==> src/rtl/ysyx_2022040010_dcache_axi_bridge.sv <==
// Dcache memory-side bridge: dirty-victim write-back and line refill over a
// single-beat AXI4 master port, one outstanding miss at a time.
module ysyx_2022040010_dcache_axi_bridge #(
  parameter int ADDR_W = 64,
  parameter int DATA_W = 64
) (
  input  logic                  clk,
  input  logic                  rst,
  input  logic                  miss_req,
  input  logic [ADDR_W-1:0]     miss_addr,
  input  logic                  miss_dirty,
  input  logic [ADDR_W-1:0]     victim_addr,
  output logic                  miss_ready,
  output logic                  write_back,
  input  logic [DATA_W-1:0]     cacheline_old,
  output logic                  refresh,
  output logic [DATA_W-1:0]     cacheline_new,
  output logic                  refill_done,
  output logic                  bus_err,
  output logic                  awvalid,
  input  logic                  awready,
  output logic [ADDR_W-1:0]     awaddr,
  output logic [7:0]            awlen,
  output logic [2:0]            awsize,
  output logic [1:0]            awburst,
  output logic                  wvalid,
  input  logic                  wready,
  output logic [DATA_W-1:0]     wdata,
  output logic [DATA_W/8-1:0]   wstrb,
  output logic                  wlast,
  input  logic                  bvalid,
  output logic                  bready,
  input  logic [1:0]            bresp,
  output logic                  arvalid,
  input  logic                  arready,
  output logic [ADDR_W-1:0]     araddr,
  output logic [7:0]            arlen,
  output logic [2:0]            arsize,
  output logic [1:0]            arburst,
  input  logic                  rvalid,
  output logic                  rready,
  input  logic [DATA_W-1:0]     rdata,
  input  logic [1:0]            rresp,
  input  logic                  rlast
);

  typedef enum logic [2:0] {
    S_IDLE, S_WB_RD, S_WB_CAP, S_WB_AW, S_WB_B, S_RD_AR, S_RD_R, S_REFILL
  } state_e;

  state_e              state_q, state_d;
  logic [ADDR_W-1:0]   miss_line_q, miss_line_d;
  logic [ADDR_W-1:0]   victim_line_q, victim_line_d;
  logic [DATA_W-1:0]   wdata_q, wdata_d;
  logic [DATA_W-1:0]   line_q, line_d;
  logic                aw_done_q, aw_done_d;
  logic                w_done_q, w_done_d;
  logic                bus_err_q, bus_err_d;
  logic                unused_inputs;

  // Single-beat lines: rlast and the byte offsets carry no information here.
  assign unused_inputs = ^{rlast, miss_addr[2:0], victim_addr[2:0]};

  always_comb begin
    state_d       = state_q;
    miss_line_d   = miss_line_q;
    victim_line_d = victim_line_q;
    wdata_d       = wdata_q;
    line_d        = line_q;
    aw_done_d     = aw_done_q;
    w_done_d      = w_done_q;
    bus_err_d     = bus_err_q;
    case (state_q)
      S_IDLE: begin
        if (miss_req) begin
          miss_line_d   = {miss_addr[ADDR_W-1:3], 3'b000};
          victim_line_d = {victim_addr[ADDR_W-1:3], 3'b000};
          aw_done_d     = 1'b0;
          w_done_d      = 1'b0;
          state_d       = miss_dirty ? S_WB_RD : S_RD_AR;
        end
      end
      S_WB_RD: state_d = S_WB_CAP;
      S_WB_CAP: begin
        // The array's registered bank read is visible in this second cycle.
        wdata_d = cacheline_old;
        state_d = S_WB_AW;
      end
      S_WB_AW: begin
        aw_done_d = aw_done_q | awready;
        w_done_d  = w_done_q | wready;
        if (aw_done_d && w_done_d) begin
          aw_done_d = 1'b0;
          w_done_d  = 1'b0;
          state_d   = S_WB_B;
        end
      end
      S_WB_B: begin
        if (bvalid) begin
          if (bresp != 2'b00) bus_err_d = 1'b1;
          state_d = S_RD_AR;
        end
      end
      S_RD_AR: if (arready) state_d = S_RD_R;
      S_RD_R: begin
        if (rvalid) begin
          line_d = rdata;
          if (rresp != 2'b00) bus_err_d = 1'b1;
          state_d = S_REFILL;
        end
      end
      S_REFILL: state_d = S_IDLE;
      default:  state_d = S_IDLE;
    endcase
  end

  always_ff @(posedge clk) begin
    if (rst) begin
      state_q       <= S_IDLE;
      miss_line_q   <= '0;
      victim_line_q <= '0;
      wdata_q       <= '0;
      line_q        <= '0;
      aw_done_q     <= 1'b0;
      w_done_q      <= 1'b0;
      bus_err_q     <= 1'b0;
    end else begin
      state_q       <= state_d;
      miss_line_q   <= miss_line_d;
      victim_line_q <= victim_line_d;
      wdata_q       <= wdata_d;
      line_q        <= line_d;
      aw_done_q     <= aw_done_d;
      w_done_q      <= w_done_d;
      bus_err_q     <= bus_err_d;
    end
  end

  // Handshakes: a transfer happens on a rising edge where valid & ready are
  // both 1; valids depend only on registered state, never on a ready input,
  // and stay high with stable payload until their own handshake completes.
  assign miss_ready    = (state_q == S_IDLE);
  assign write_back    = (state_q == S_WB_RD) || (state_q == S_WB_CAP);
  assign refresh       = (state_q == S_REFILL);
  assign refill_done   = (state_q == S_REFILL);
  assign cacheline_new = line_q;
  assign bus_err       = bus_err_q;

  assign awvalid = (state_q == S_WB_AW) && !aw_done_q;
  assign awaddr  = victim_line_q;
  assign awlen   = 8'd0;
  assign awsize  = 3'd3;
  assign awburst = 2'b01;

  assign wvalid  = (state_q == S_WB_AW) && !w_done_q;
  assign wdata   = wdata_q;
  assign wstrb   = '1;
  assign wlast   = 1'b1;

  assign bready  = (state_q == S_WB_B);

  assign arvalid = (state_q == S_RD_AR);
  assign araddr  = miss_line_q;
  assign arlen   = 8'd0;
  assign arsize  = 3'd3;
  assign arburst = 2'b01;

  assign rready  = (state_q == S_RD_R);

endmodule

==> config.mk <==
export PLATFORM = sky130hd
export DESIGN_NAME = ysyx_2022040010_dcache_axi_bridge
export DESIGN_NICKNAME = d
export VERILOG_FILES = /design/src/rtl/ysyx_2022040010_dcache_axi_bridge.sv
export SDC_FILE = /design/constraint.sdc
export NUM_CORES = 1
export LEC_CHECK = 0
export BUFFER_PORTS_ARGS = -buffer_cell sky130_fd_sc_hd__buf_2
export CAP_MARGIN = 20
export CORE_AREA = 2 2 222 224
export CTS_BUF_LIST = sky130_fd_sc_hd__clkbuf_4
export DETAILED_ROUTE_END_ITERATION = 10
export DIE_AREA = 0 0 224 226
export HOLD_SLACK_MARGIN = 0.15
export PLACE_DENSITY = 0.55
export SKIP_LAST_GASP = 1
export SLEW_MARGIN = 20
export SYNTH_ARGS = -nofsm -noshare
export SYNTH_HDL_FRONTEND = slang
export SYNTH_SLANG_ARGS = --single-unit
==> constraint.sdc <==
create_clock -name clk -period 1.5 [get_ports clk]
set_input_delay 0.075 -clock clk [delete_from_list [all_inputs] [get_ports clk]]
set_output_delay 0.075 -clock clk [all_outputs]
set_load 0.01 [all_outputs]
==> run summary, run 1 <==
Std cell rows -> 81
Post-Syn Area per Cell -> 7.85 um2
Synth Register Bits -> 256
Htree depth -> 3
Status -> aborted with a tool error
Routability cong. -> 0.793
Area share of the largest cell type after synthesis -> 54.7%
Die Span X -> 224 um
Post-synth EDFFs -> 0
Post-synthesis cell type count -> 32
Cell area after synthesis -> 9360 um2
Cts repair resizes -> 157
Run Error -> [ERROR RSZ-0060] Max buffer count reached.
Ports -> 571
Commonest register cell after synthesis -> dfxtp_1
Halt Stage -> clock tree synthesis (4_1_cts)
Longest Clk Path Bufs -> 3
Starting Density -> 19.4%
CTS sink count -> 256
Synth async-reset ratio -> 0%
Clk root buf -> clkbuf_4
Synth warn -> 0
I/O Buffers -> 522
Num CTS Buffers -> 74
Hold buffers post-CTS -> 496
Register area share after synthesis -> 54.7%
Hpwl dp -> 24.0 mm
Cell taking the most area after synthesis -> dfxtp_1
Die Y -> 226 um
Postcts setup bufs -> 36
Cell count after synthesis -> 1,192
Synth top area cells -> dfxtp_1 55%, nand2_1 20%, a21oi_1 14%
-- cell usage after synthesis, types with 3 or more instances --
library cell and number:
nor2_1 10, buf_6 10, nor3_1 3, a21oi_1 257, inv_1 3, nand2_1 504
buf_1 6, clkbuf_1 46, buf_4 43, dfxtp_1 256, nor3b_1 4, buf_2 26
-- metrics by stage --
stage	utilization [%]	instances	worst slack, ns	hold slack [ns]	area, um2
floorplan	-	1231	-0.0563	0.211	9520
global placement	26.5	2302	-0.142	0.312	12800
detailed placement	26.5	2302	-0.130	0.317	12800
-- cell families after synthesis --
kind of cell / share of synthesized area [%]
flip-flops: 54.7
XOR/XNOR: 0.0936
buffers and inverters: 8.25
AO/OA/AOI/OAI: 14.3
AND/OR/NAND/NOR: 22.4
other: 0.0802
multiplexers: 0.107
==> run 2, diff against run 1 <==
--- a/config.mk
+++ b/config.mk
@@ -7,12 +7,10 @@
 export LEC_CHECK = 0
 export BUFFER_PORTS_ARGS = -buffer_cell sky130_fd_sc_hd__buf_2
 export CAP_MARGIN = 20
-export CORE_AREA = 2 2 222 224
-export CTS_BUF_LIST = sky130_fd_sc_hd__clkbuf_4
+export CORE_AREA = 2 2 223 225
 export DETAILED_ROUTE_END_ITERATION = 10
-export DIE_AREA = 0 0 224 226
-export HOLD_SLACK_MARGIN = 0.15
-export PLACE_DENSITY = 0.55
+export DIE_AREA = 0 0 225 227
+export PLACE_DENSITY_LB_ADDON = 0.15
 export SKIP_LAST_GASP = 1
 export SLEW_MARGIN = 20
 export SYNTH_ARGS = -nofsm -noshare
==> constraint.sdc (replaced) <==
create_clock -name clk -period 2 [get_ports clk]
set_input_delay 0.1 -clock clk [delete_from_list [all_inputs] [get_ports clk]]
set_output_delay 0.1 -clock clk [all_outputs]
set_load 0.01 [all_outputs]
==> run 2 against run 1 <==
The flow now finishes without violations. Synthesized area stayed put. Synthesized cell count is the same.
==> run summary, run 2 <==
Most frequent cells in the layout -> 521 x buf_2, 504 x nand2_1, 261 x dlygate4sd3_1, 257 x a21oi_1, 254 x dfxtp_1
Synth cell count leaders -> 504 x nand2_1, 257 x a21oi_1, 256 x dfxtp_1, 46 x clkbuf_1, 43 x buf_4
Slew @ Worst Pin -> 0.680 ns
DP Area -> 12,400 um2
Path depth of the worst reg2reg path -> 5
Htree depth -> 1
Minimum clock period -> 1.88 ns
TritonCTS clock tree -> done
DRT Pass-1 Iters -> 4
Register area share after synthesis -> 54.7%
Worst Skew -> 0.0107 ns
Clk root buf -> clkbuf_16
Post-Syn Area per Cell -> 7.85 um2
Switching pwr -> 3.72 mW
Clock transition at path regs -> 0.06 ns
CTS sink count -> 256
Vias in the first global route -> 9,937
Slew Limit Fails -> 0
Die Span X -> 225 um
Crit start category -> flip-flop
Cell count after synthesis -> 1,192
Max stage delay on crit path -> 0.49 ns
I/O Buffers -> 522
Fmax -> 532 MHz
Pin count of the biggest net entering global routing -> 132
Vias per cell -> 3.99
Non-filler cells, final -> 2,582
Critical path, cell by cell -> buf_6 -> or3b_2 -> inv_1 -> buf_2
R2R Path Start -> state_q[1]
Synth async-reset ratio -> 0%
Starting DRC count in detailed routing -> 347
Total GRT Usage -> 13.7%
Synth top area cells -> dfxtp_1 55%, nand2_1 20%, a21oi_1 14%
Vias -> 10,300
Final ANT Viol Nets -> 0
Cell area after synthesis -> 9360 um2
Commonest register cell after synthesis -> dfxtp_1
Ratio of cells with drive above 1 in the final layout -> 30.3%
Post-route DRC -> 0
Slew margin rel. -> 54.7%
Pwr Density -> 840 nW/um2
Combinational share of power -> 18.6%
Longest Clk Path Bufs -> 3
Final WL -> 37.8 mm
First-pass GRT wire length -> 56.1 mm
CP required -> 1.90 ns
Endpoint, Worst Hold -> cacheline_new[63]
# placed instances -> 2,266
Core area -> 48,500 um2
Worst reg2reg path endpoint -> bus_err
Sw frac -> 27.7%
Starting Density -> 19.3%
Flop pwr share -> 41.7%
TNS Setup -> 0 ns
Hold path depth -> 5
P_int -> 9.74 mW
Final Worst Setup Slack -> 0.120 ns
Post-synthesis cell type count -> 32
Final worst-path cycle share -> 94.0%
Fin. Hold Viols -> 0
Synth warn -> 0
Postcts setup bufs -> 0
Design area -> 16,000 um2
Leakage power -> 7.23 nW
Number of max-cap violations -> 0
Slowest stage cell on the critical path -> or3b_2
Reg2Reg Setup Slack -> 0.13 ns
Die Y -> 227 um
Ports -> 571
Area share of the largest cell type after synthesis -> 54.7%
Cell taking the most area after synthesis -> dfxtp_1
Hpwl dp -> 25.7 mm
Most common cell in the netlist -> nand2_1
Std cell rows -> 81
Post-synth EDFFs -> 0
CP Data Arrival Time -> 1.78 ns
Area Overhead vs Synth -> 71.3%
Final nets -> 2,207
Max IR drop VDD -> 0.492 mV
Clk pwr share -> 39.7%
Routability cong. -> 0.747
Status -> finished, final reports clean
Setup violators final -> 0
Worst-Skew Late Latency -> 0.57 ns
DP Worst Slack -> 0.129 ns
Worst hold path class -> input pin to flip-flop
Num CTS Buffers -> 30
Most common cell after layout, fill and taps aside -> buf_2
Synth Register Bits -> 256
Hold Worst Slack -> 0.239 ns
Initial antenna violation count -> 2
GRT overflow -> 0
CP Max Fanout -> 17
Crit path kind -> flip-flop to primary output
Min-delay src -> rvalid
Routed wire length per instance -> 14.6 um
Die area -> 51,100 um2
Worst Setup End Kind -> primary output
-- run 2: cell counts after synthesis --
No cell type changed its count.
-- run 2: critical path, delay by kind of cell (launching register included) --
| family | cells | cell delay, ns |
|---|---|---|
| flops | 1 | 0.35 |
| simple gates | 1 | 0.49 |
| buf+inv | 3 | 0.39 |
-- run 2: worst max-delay path by stage --
stage | from | endpoint | slack (ns)
finish | state_q[1] | bready | 0.12
global route | state_q[0] | bready | -0.0005
CTS | state_q[1] | bready | 0.03
detailed placement | state_q[1] | wdata[35] | 0.13
floorplan | state_q[2] | araddr[52] | 0.43
global placement | state_q[1] | wdata[21] | 0.17
-- run 2: layout make-up --
type | count | area, um2
antenna | 1 | 2.50
clock buffer | 48 | 890
clock inverter | 6 | 55.1
fill | 5238 | 32500
inverter | 3 | 11.3
multi-input combinational | 841 | 3620
sequential | 256 | 5130
tap | 622 | 778
timing repair buffer | 805 | 5540
-- run 2: stage by stage --
step	util (%)	total power, mW
floorplan	-	6.89
global placement	25.6	7.82
detailed placement	25.6	7.83
CTS	33.0	13.8
global route	33.0	14.2
finish	33.0	13.5
-- run 2: cells by family after synthesis --
family | after synthesis | share of synthesized area, %
AOI/OAI and AO/OA | 264 | 14.3
xor gates and xnor gates | 1 | 0.0936
buffers and inverters | 134 | 8.25
DFF | 256 | 54.7
muxes | 1 | 0.107
other | 2 | 0.0802
and+or+nand+nor | 534 | 22.4
-- run 2: timing repair --
item	in CTS	in global routing
endpoints found under the hold margin	256	0
setup endpoints to repair	1	1
gates resized for setup	3	5
hold buffers	261	0
-- run 2: metal layers --
metal / vias up / wire length, um / track usage [%]
met5: - / 13 / 0
met4: 2 / 871 / 3.91
met3: 52 / 2550 / 3.63
met2: 314 / 18300 / 23.9
met1: 4700 / 16000 / 16.6
li1: 5233 / - / -
-- run 2: power groups by stage --
stage | clock, mW | combinational [mW] | sequential (mW)
detailed placement | 0 | 2.11 | 5.72
finish | 5.35 | 2.50 | 5.61
global route | 5.79 | 2.76 | 5.65
floorplan | 0 | 1.01 | 5.87
global placement | 0 | 2.11 | 5.71
CTS | 5.59 | 2.54 | 5.61
Power figures use the tool's default switching activity.
